--- src/rtl/ma_stage.sv ---
// Memory-access stage: drives the data-memory request/response handshake,
// steers store byte lanes, extends load data and stalls the pipeline per access.
module ma_stage #(
    parameter int TIMEOUT = 16,
    parameter int CNT_W   = 5
) (
    input  logic        clkIn,
    input  logic        resetIn,
    input  logic        validIn,
    input  logic        memReadIn,
    input  logic        memWriteIn,
    input  logic [2:0]  memOpIn,
    input  logic [31:0] addrIn,
    input  logic [31:0] storeDataIn,
    output logic        dmemReqOut,
    output logic        dmemWeOut,
    output logic [31:0] dmemAddrOut,
    output logic [31:0] dmemWdataOut,
    output logic [3:0]  dmemBeOut,
    input  logic        dmemReadyIn,
    input  logic        dmemRvalidIn,
    input  logic [31:0] dmemRdataIn,
    output logic        stallOut,
    output logic [31:0] loadDataOut,
    output logic        loadValidOut,
    output logic        misalignOut,
    output logic        busErrOut
);

    typedef enum logic [1:0] {
        S_IDLE,
        S_REQ,
        S_WAIT,
        S_DONE
    } state_t;

    state_t             state, state_d;
    logic [CNT_W-1:0]   cnt;
    logic [29:0]        addr_q;
    logic [2:0]         op_q;
    logic [1:0]         lane_q;
    logic               we_q;
    logic [3:0]         be_q;
    logic [31:0]        wdata_q;
    logic [31:0]        load_data_q;
    logic               load_valid_q;
    logic               bus_err_q;

    logic               access, is_byte, is_half, mis, start, timeout_hit;
    logic [1:0]         lane;
    logic [31:0]        wdata_d;
    logic [3:0]         be_d;

    assign lane        = addrIn[1:0];
    assign access      = memReadIn | memWriteIn;
    assign is_byte     = (memOpIn == 3'b000) | (memOpIn == 3'b100);
    assign is_half     = (memOpIn == 3'b001) | (memOpIn == 3'b101);
    assign mis         = (is_half & addrIn[0]) | (~is_byte & ~is_half & (lane != 2'b00));
    assign start       = validIn & access & ~mis;
    assign timeout_hit = (cnt == CNT_W'(TIMEOUT - 1));

    // Store lane steering; loads always request the full word.
    always_comb begin
        wdata_d = storeDataIn;
        be_d    = 4'b1111;
        if (memWriteIn) begin
            if (is_byte) begin
                wdata_d = {4{storeDataIn[7:0]}};
                be_d    = 4'b0001 << lane;
            end else if (is_half) begin
                wdata_d = {2{storeDataIn[15:0]}};
                be_d    = lane[1] ? 4'b1100 : 4'b0011;
            end
        end
    end

    function automatic logic [31:0] extend(input logic [2:0]  op,
                                           input logic [1:0]  l,
                                           input logic [31:0] word);
        logic [7:0]  b;
        logic [15:0] h;
        b = word[{l, 3'b000} +: 8];
        h = l[1] ? word[31:16] : word[15:0];
        case (op)
            3'b000:  extend = {{24{b[7]}}, b};
            3'b001:  extend = {{16{h[15]}}, h};
            3'b100:  extend = {24'h0, b};
            3'b101:  extend = {16'h0, h};
            default: extend = word;
        endcase
    endfunction

    // NOTE: every output written here gets a default first, so no path can infer a latch.
    always_comb begin
        state_d     = state;
        stallOut    = 1'b0;
        dmemReqOut  = 1'b0;
        misalignOut = 1'b0;
        case (state)
            S_IDLE: begin
                misalignOut = validIn & access & mis;
                if (start) begin
                    stallOut = 1'b1;
                    state_d  = S_REQ;
                end
            end
            S_REQ: begin
                dmemReqOut = 1'b1;
                stallOut   = 1'b1;
                if (dmemReadyIn)      state_d = we_q ? S_DONE : S_WAIT;
                else if (timeout_hit) state_d = S_DONE;
            end
            S_WAIT: begin
                stallOut = 1'b1;
                if (dmemRvalidIn || timeout_hit) state_d = S_DONE;
            end
            default: state_d = S_IDLE;
        endcase
    end

    // NOTE: sequential state uses non-blocking assignments only, so every flop samples pre-edge values.
    always_ff @(posedge clkIn) begin
        if (resetIn) begin
            state        <= S_IDLE;
            cnt          <= '0;
            addr_q       <= '0;
            op_q         <= '0;
            lane_q       <= '0;
            we_q         <= 1'b0;
            be_q         <= '0;
            wdata_q      <= '0;
            load_data_q  <= '0;
            load_valid_q <= 1'b0;
            bus_err_q    <= 1'b0;
        end else begin
            state        <= state_d;
            load_valid_q <= (state == S_WAIT) & dmemRvalidIn;
            bus_err_q    <= timeout_hit & (((state == S_REQ) & ~dmemReadyIn) |
                                           ((state == S_WAIT) & ~dmemRvalidIn));
            if ((state == S_IDLE) && start) begin
                addr_q  <= addrIn[31:2];
                op_q    <= memOpIn;
                lane_q  <= lane;
                we_q    <= memWriteIn;
                be_q    <= be_d;
                wdata_q <= wdata_d;
                cnt     <= '0;
            end
            if ((state == S_REQ) || (state == S_WAIT)) cnt <= cnt + 1'b1;
            if ((state == S_WAIT) && dmemRvalidIn)
                load_data_q <= extend(op_q, lane_q, dmemRdataIn);
        end
    end

    assign dmemWeOut    = we_q & (state == S_REQ);
    assign dmemAddrOut  = {addr_q, 2'b00};
    assign dmemWdataOut = wdata_q;
    assign dmemBeOut    = be_q;
    assign loadDataOut  = load_data_q;
    assign loadValidOut = load_valid_q;
    assign busErrOut    = bus_err_q;

endmodule

--- config.mk ---
export PLATFORM = sky130hd
export DESIGN_NAME = ma_stage
export DESIGN_NICKNAME = d
export VERILOG_FILES = /design/src/rtl/ma_stage.sv
export SDC_FILE = /design/constraint.sdc
export NUM_CORES = 1
export LEC_CHECK = 0
export BUFFER_PORTS_ARGS = -buffer_cell sky130_fd_sc_hd__buf_2
export CORE_AREA = 2 2 134 136
export CTS_CLUSTER_SIZE = 14
export DETAILED_ROUTE_END_ITERATION = 8
export DIE_AREA = 0 0 136 138
export HOLD_SLACK_MARGIN = 0.12
export PLACE_DENSITY = 0.57
export SLEW_MARGIN = 25
export SYNTH_ARGS = -nofsm -noshare
export SYNTH_HDL_FRONTEND = slang
export SYNTH_SLANG_ARGS = --single-unit
--- constraint.sdc ---
create_clock -name clkIn -period 2.1 [get_ports clkIn]
set_input_delay 0.315 -clock clkIn [delete_from_list [all_inputs] [get_ports clkIn]]
set_output_delay 0.315 -clock clkIn [all_outputs]
set_load 0.1 [all_outputs]
==> metrics.csv, run 1 <==
metric;value;unit
status;complete, no violations;
ys_seq_area_frac;0.440;
via_per_inst;4.76;
pwr-share-seq;0.281;
combPwrFrac;0.405;
async_flop_share;0;
die_y;138;um
cpMaxStageDelayCell;dfxtp_2;
cts.htree.levels;4;
drive_above_1_share;0.336;
antenna_cells;0;
synth-edff-count;0;
grt_max_degree;50;
ant_nets;0;
io_buffers;209;
initial_core_util;0.293;
clk_latency;0.41;ns
final_max_slew_viol_count;0;
yosysTopAreaCell;dfxtp_1;
ys_ff_latch;113;
clk_pin_slew;0.05;ns
worst_slew_pin_slew;0.632;ns
rows;49;
synth_cells;618;
post-route-period-util;0.970;
hp-class;primary input to register;
dpl_cell_area;6440;um^2
slew_headroom;0.576;
firstDrtPassIters;5;
ys.flop_type;dfxtp_1;
final_net_count;933;
start_kind;register;
synth_area_leaders;dfxtp_1 (44%), nand2_1 (9.1%), mux2i_1 (8.2%);
cts_buffer_depth;2;
crit_chain;inv_2 > ha_4 > o211ai_1 > and3b_2 > nor2_1 > nor2_2 > buf_12;
dieArea;18800;um^2
place_hpwl;11200;um
power.internal;5.15;mW
cp_max_fo;3;
antenna_found_initial;1;
crit_type;register to output port;
min_period;2.04;ns
cts.sinks;113;
numCtsBuffers;17;
worst_path_largest_cell_delay;0.33;ns
power.share.clock;0.314;
dieWidth;136;um
synth_warnings;0;
hold_slack;0.143;ns
finClkSkew;0.00653;ns
rsz0062_at_grt;yes;
vias;5058;
wl_per_cell;14.9;um
critical-path-top-delay-family;simple AND/OR/NAND/NOR gates;
netlist_area;5150;um^2
arrival;1.72;ns
overflow;0;
hold_viol;0;
synth.distinct_cells;42;
io_pins;212;
drt_iter0_markers;227;
switchingPower;4.05;mW
fmax;491;MHz
stdcell_area;7090;um^2
grt_use_total;0.166;
worstPathRequired;1.78;ns
syn_to_final_growth;37.8;%
power_density;1300;nW/um^2
vdd_drop_max;770;uV
timing.max_cap.violations;0;
finalPower;9.20;mW
crit_path_end_kind;output port;
core_area;17500;um^2
dpl.cell_count;1025;
cts_tree;built;
final_cells;1062;
power_leakage;3.05;nW
wirelength;15900;um
routabilityCongestion;0.819;
cts_root_buffer;clkbuf_16;
grt_first_pass_wirelength;24900;um
setup_violations;0;
grt_pass1_vias;4746;
netSwitchingFraction;0.440;
crit_buf_inv;2;
drcViolationCount;0;
setup_tns;0;ns
syn-mean-instance-area;8.33;um^2
yosysTopAreaCellShare;0.440;
-- metrics by stage --
step                worst slack (ns)   util
detailed placement             0.219  0.367
floorplan                     -0.337      -
global route                 -0.0201  0.404
finish                        0.0622  0.404
CTS                           0.0166  0.403
global placement               0.272  0.367
-- routing by layer --
metal / vias up / share of wire / wire (um) / global-route usage
met1: 2302 / 0.45 / 7220 / 0.215
li1: 2558 / - / - / -
met4: 2 / 0.019 / 294 / 0.0620
met2: 174 / 0.45 / 7150 / 0.255
met5: - / 0.00082 / 13 / 0
met3: 22 / 0.075 / 1190 / 0.0561
-- synth_stat cells, types with 6 or more instances --
cell type	number
nand2_1	125
ha_1	6
nor4bb_1	7
dfxtp_1	113
a21oi_1	76
mux2i_1	42
nor2_1	56
buf_2	21
clkbuf_1	22
o211ai_1	9
nand2b_1	11
o22a_1	7
nor3_1	7
nand3b_1	12
o21ai_0	13
a211oi_1	45
-- path summary, 6_finish.rpt --
path	from	end	slack, ns	cells past startpoint
hold / removal	addrIn[25]	addr_q[23]	0.14	3
setup reg to reg	state[0]	dmemWdataOut[17]	0.19	10
hold reg to reg	dmemWdataOut[27]	dmemWdataOut[27]	0.45	2
setup / recovery	state[0]	stallOut	0.06	7
-- registers in the layout, summed over array words and instances (netlist names) --
name and count:
dmemWdataOut 32, loadDataOut 32, addr_q 30, cnt 5, dmemBeOut 4, op_q 3, lane_q 2, state 2
busErrOut 1, loadValidOut 1, we_q 1
-- cell type report --
type	instances	area, um^2
clock buffers	22	484
clock inverters	9	106
fillers	1841	10400
inverters	5	18.8
multi-input cells	448	2630
flip-flops and latches	113	2260
well taps	229	287
repair buffers	236	1300
-- logic make-up after synthesis --
| family | count (synthesis) | share of synthesized area |
|---|---|---|
| AND/OR/NAND/NOR | 234 | 0.203 |
| multiplexers | 44 | 0.0890 |
| other | 1 | 0.000729 |
| XOR/XNOR | 2 | 0.00340 |
| flip-flops | 113 | 0.440 |
| buffers and inverters | 58 | 0.0554 |
| adder cells (fa/ha/maj) | 6 | 0.0146 |
| AO/OA/AOI/OAI | 160 | 0.195 |
-- power by group through the flow --
| stage | Combinational [mW] | Sequential (mW) | Clock, mW |
|---|---|---|---|
| 6_report | 3.73 | 2.58 | 2.89 |
| 3_5_place_dp | 3.63 | 2.62 | 0 |
| 3_3_place_gp | 3.62 | 2.62 | 0 |
| 4_1_cts | 3.71 | 2.58 | 2.97 |
| 5_1_grt | 3.93 | 2.61 | 3.05 |
| 2_1_floorplan | 1.22 | 4.30 | 0 |
-- tightest hold or removal path, stage by stage --
cell and delay, ns:
buf_2 0.10, nand2_1 0.04, a21oi_1 0.05
-- layout by cell type (no fill, tap or decap), drive strengths merged, types with 9 or more instances in the layout --
cell type  instances
a211oi            46
a21oi             77
dfxtp            113
mux2i             42
clkbuf            22
nand3b            12
o21ai             14
o211ai             9
buf              236
nand2b            11
nor2              56
nand2            125
-- repair_timing --
item / CTS / global route
setup buffers: 3 / 3
hold buffers: 0 / 0
pin swaps: 2 / 1
resized for setup: 6 / 0
setup endpoints to repair: 2 / 1
Note: power is estimated with default switching activity, not from simulation.
==> run 2, diff against run 1 <==
Settings changed: BUFFER_PORTS_ARGS -buffer_cell sky130_fd_sc_hd__buf_2 to -buffer_cell sky130_fd_sc_hd__buf_4, CAP_MARGIN set to 40.
==> metrics.csv, run 2 (synthesis gave the netlist of run 1 again) <==
metric;value;unit
drcViolationCount;0;
rrSetupSlack;0.19;ns
routabilityCongestion;0.785;
dieWidth;136;um
antenna_cells;0;
grt_first_pass_wirelength;25400;um
ant_nets;0;
syn_to_final_growth;47.3;%
arrival;1.73;ns
grt_pass1_vias;4820;
post-route-period-util;0.974;
vdd_drop_max;807;uV
hold_viol;0;
crit_path_end_kind;output port;
via_per_inst;4.70;
hold_slack;0.152;ns
cts_buffer_depth;2;
crit_end;stallOut;
final_cells;1063;
hp-class;primary input to register;
core_area;17500;um^2
overflow;0;
crit_type;register to output port;
finalPower;9.24;mW
rows;49;
rr_startpoint;state[0];
critical-path-top-delay-family;simple AND/OR/NAND/NOR gates;
worstPathRequired;1.78;ns
crit_buf_inv;2;
cts_root_buffer;clkbuf_16;
place_hpwl;11300;um
min_period;2.04;ns
wirelength;15900;um
start_kind;register;
worst_path_largest_cell_delay;0.32;ns
status;complete, no violations;
io_buffers;209;
io_pins;212;
cts_tree;built;
fillCellCount;1840;
crit_chain;inv_2 > ha_4 > o211ai_1 > and3b_2 > nor2_2 > nor2_2 > buf_12;
drive_above_1_share;0.337;
final_max_slew_viol_count;0;
final_common_cell;buf_4;
setup_violations;0;
postCtsHoldBufs;0;
antenna_found_initial;0;
dieArea;18800;um^2
cp_max_fo;4;
cp-startpoint;state[0];
r2r_cells;9;
clk_pin_slew;0.05;ns
multi_input_area;2630;um^2
register_area;2260;um^2
initial_core_util;0.293;
fmax;489;MHz
power_density;1220;nW/um^2
place_ws;0.178;ns
cpMaxStageDelayCell;dfxtp_2;
grt_use_total;0.171;
r2r_end;dmemWdataOut[14];
final_cell_mix;buf_4 (232), nand2_1 (125), dfxtp_1 (111);
firstDrtPassIters;6;
grt_max_degree;59;
numCtsBuffers;17;
setup_ws;0.0556;ns
die_y;138;um
finClkSkew;0.00656;ns
cts.htree.levels;4;
drt_iter0_markers;264;
setup_tns;0;ns
power_leakage;3.12;nW
clk_latency;0.41;ns
cts.sinks;113;
vias;4995;
timing.max_cap.violations;0;
crit_cells;7;
cpMostUsedCell;nor2_2;
rsz0062_at_grt;yes;
final_net_count;933;
wl_per_cell;15.0;um
dpl.cell_count;1026;
## run 2: changes by cell type in the layout (fill, tap and decap cells not counted), sizes merged
cell      delta
bufinv       -1
clkinvlp     +1
clkinv       +1
## run 2: how the worst min path moves through the flow
stage                          from               to  slack [ns]  cells past startpoint
floorplan                      we_q             we_q        0.44                      2
CTS                      addrIn[26]       addr_q[24]        0.13                      3
finish                   addrIn[30]       addr_q[28]        0.15                      3
global route              addrIn[2]        addr_q[0]        0.14                      3
detailed placement  dmemWdataOut[5]  dmemWdataOut[5]        0.45                      2
global placement    dmemWdataOut[0]  dmemWdataOut[0]        0.44                      2
## run 2: timing repair
action	4_1_cts	5_1_grt
buffers inserted	1	4
pin swaps	1	3
endpoints found under the hold margin	0	0
gates resized for setup	6	4
endpoints found under the setup margin	1	15
## run 2: worst min-delay path, delay by kind of cell
family | cells | cell delay, ns
AOI/OAI and AO/OA | 1 | 0.05
buffers and inverters | 1 | 0.11
and+or+nand+nor | 1 | 0.04
## run 2: layout make-up
cell class                      instances  share of cell area
Clock buffer                           22              0.0626
Clock inverter                         10              0.0112
Inverter                                5             0.00248
Multi-Input combinational cell        448               0.347
Sequential cell                       113               0.299
Tap cell                              229              0.0378
Timing Repair Buffer                  236               0.240
## run 2: report_power, final
part	switching (mW)	internal [mW]	leakage [nW]
Clock	0.999	1.71	0.268
Combinational	2.88	1.07	1.93
Sequential	0.158	2.43	0.919
Total	4.03	5.20	3.12
## run 2: through the flow
stage,instance area (um^2),util
after global placement,6950,0.397
after detailed placement,6950,0.397
after floorplan,5160,-
final,7580,0.432
after CTS,7540,0.430
after global routing,7580,0.432
## run 2: per-layer routing
metal | vias to the layer above | share of wire | GRT usage
li1 | 2547 | - | -
met1 | 2273 | 0.46 | 0.226
met2 | 149 | 0.44 | 0.251
met3 | 26 | 0.079 | 0.0660
met4 | 0 | 0.024 | 0.0680
met5 | - | 0 | 0
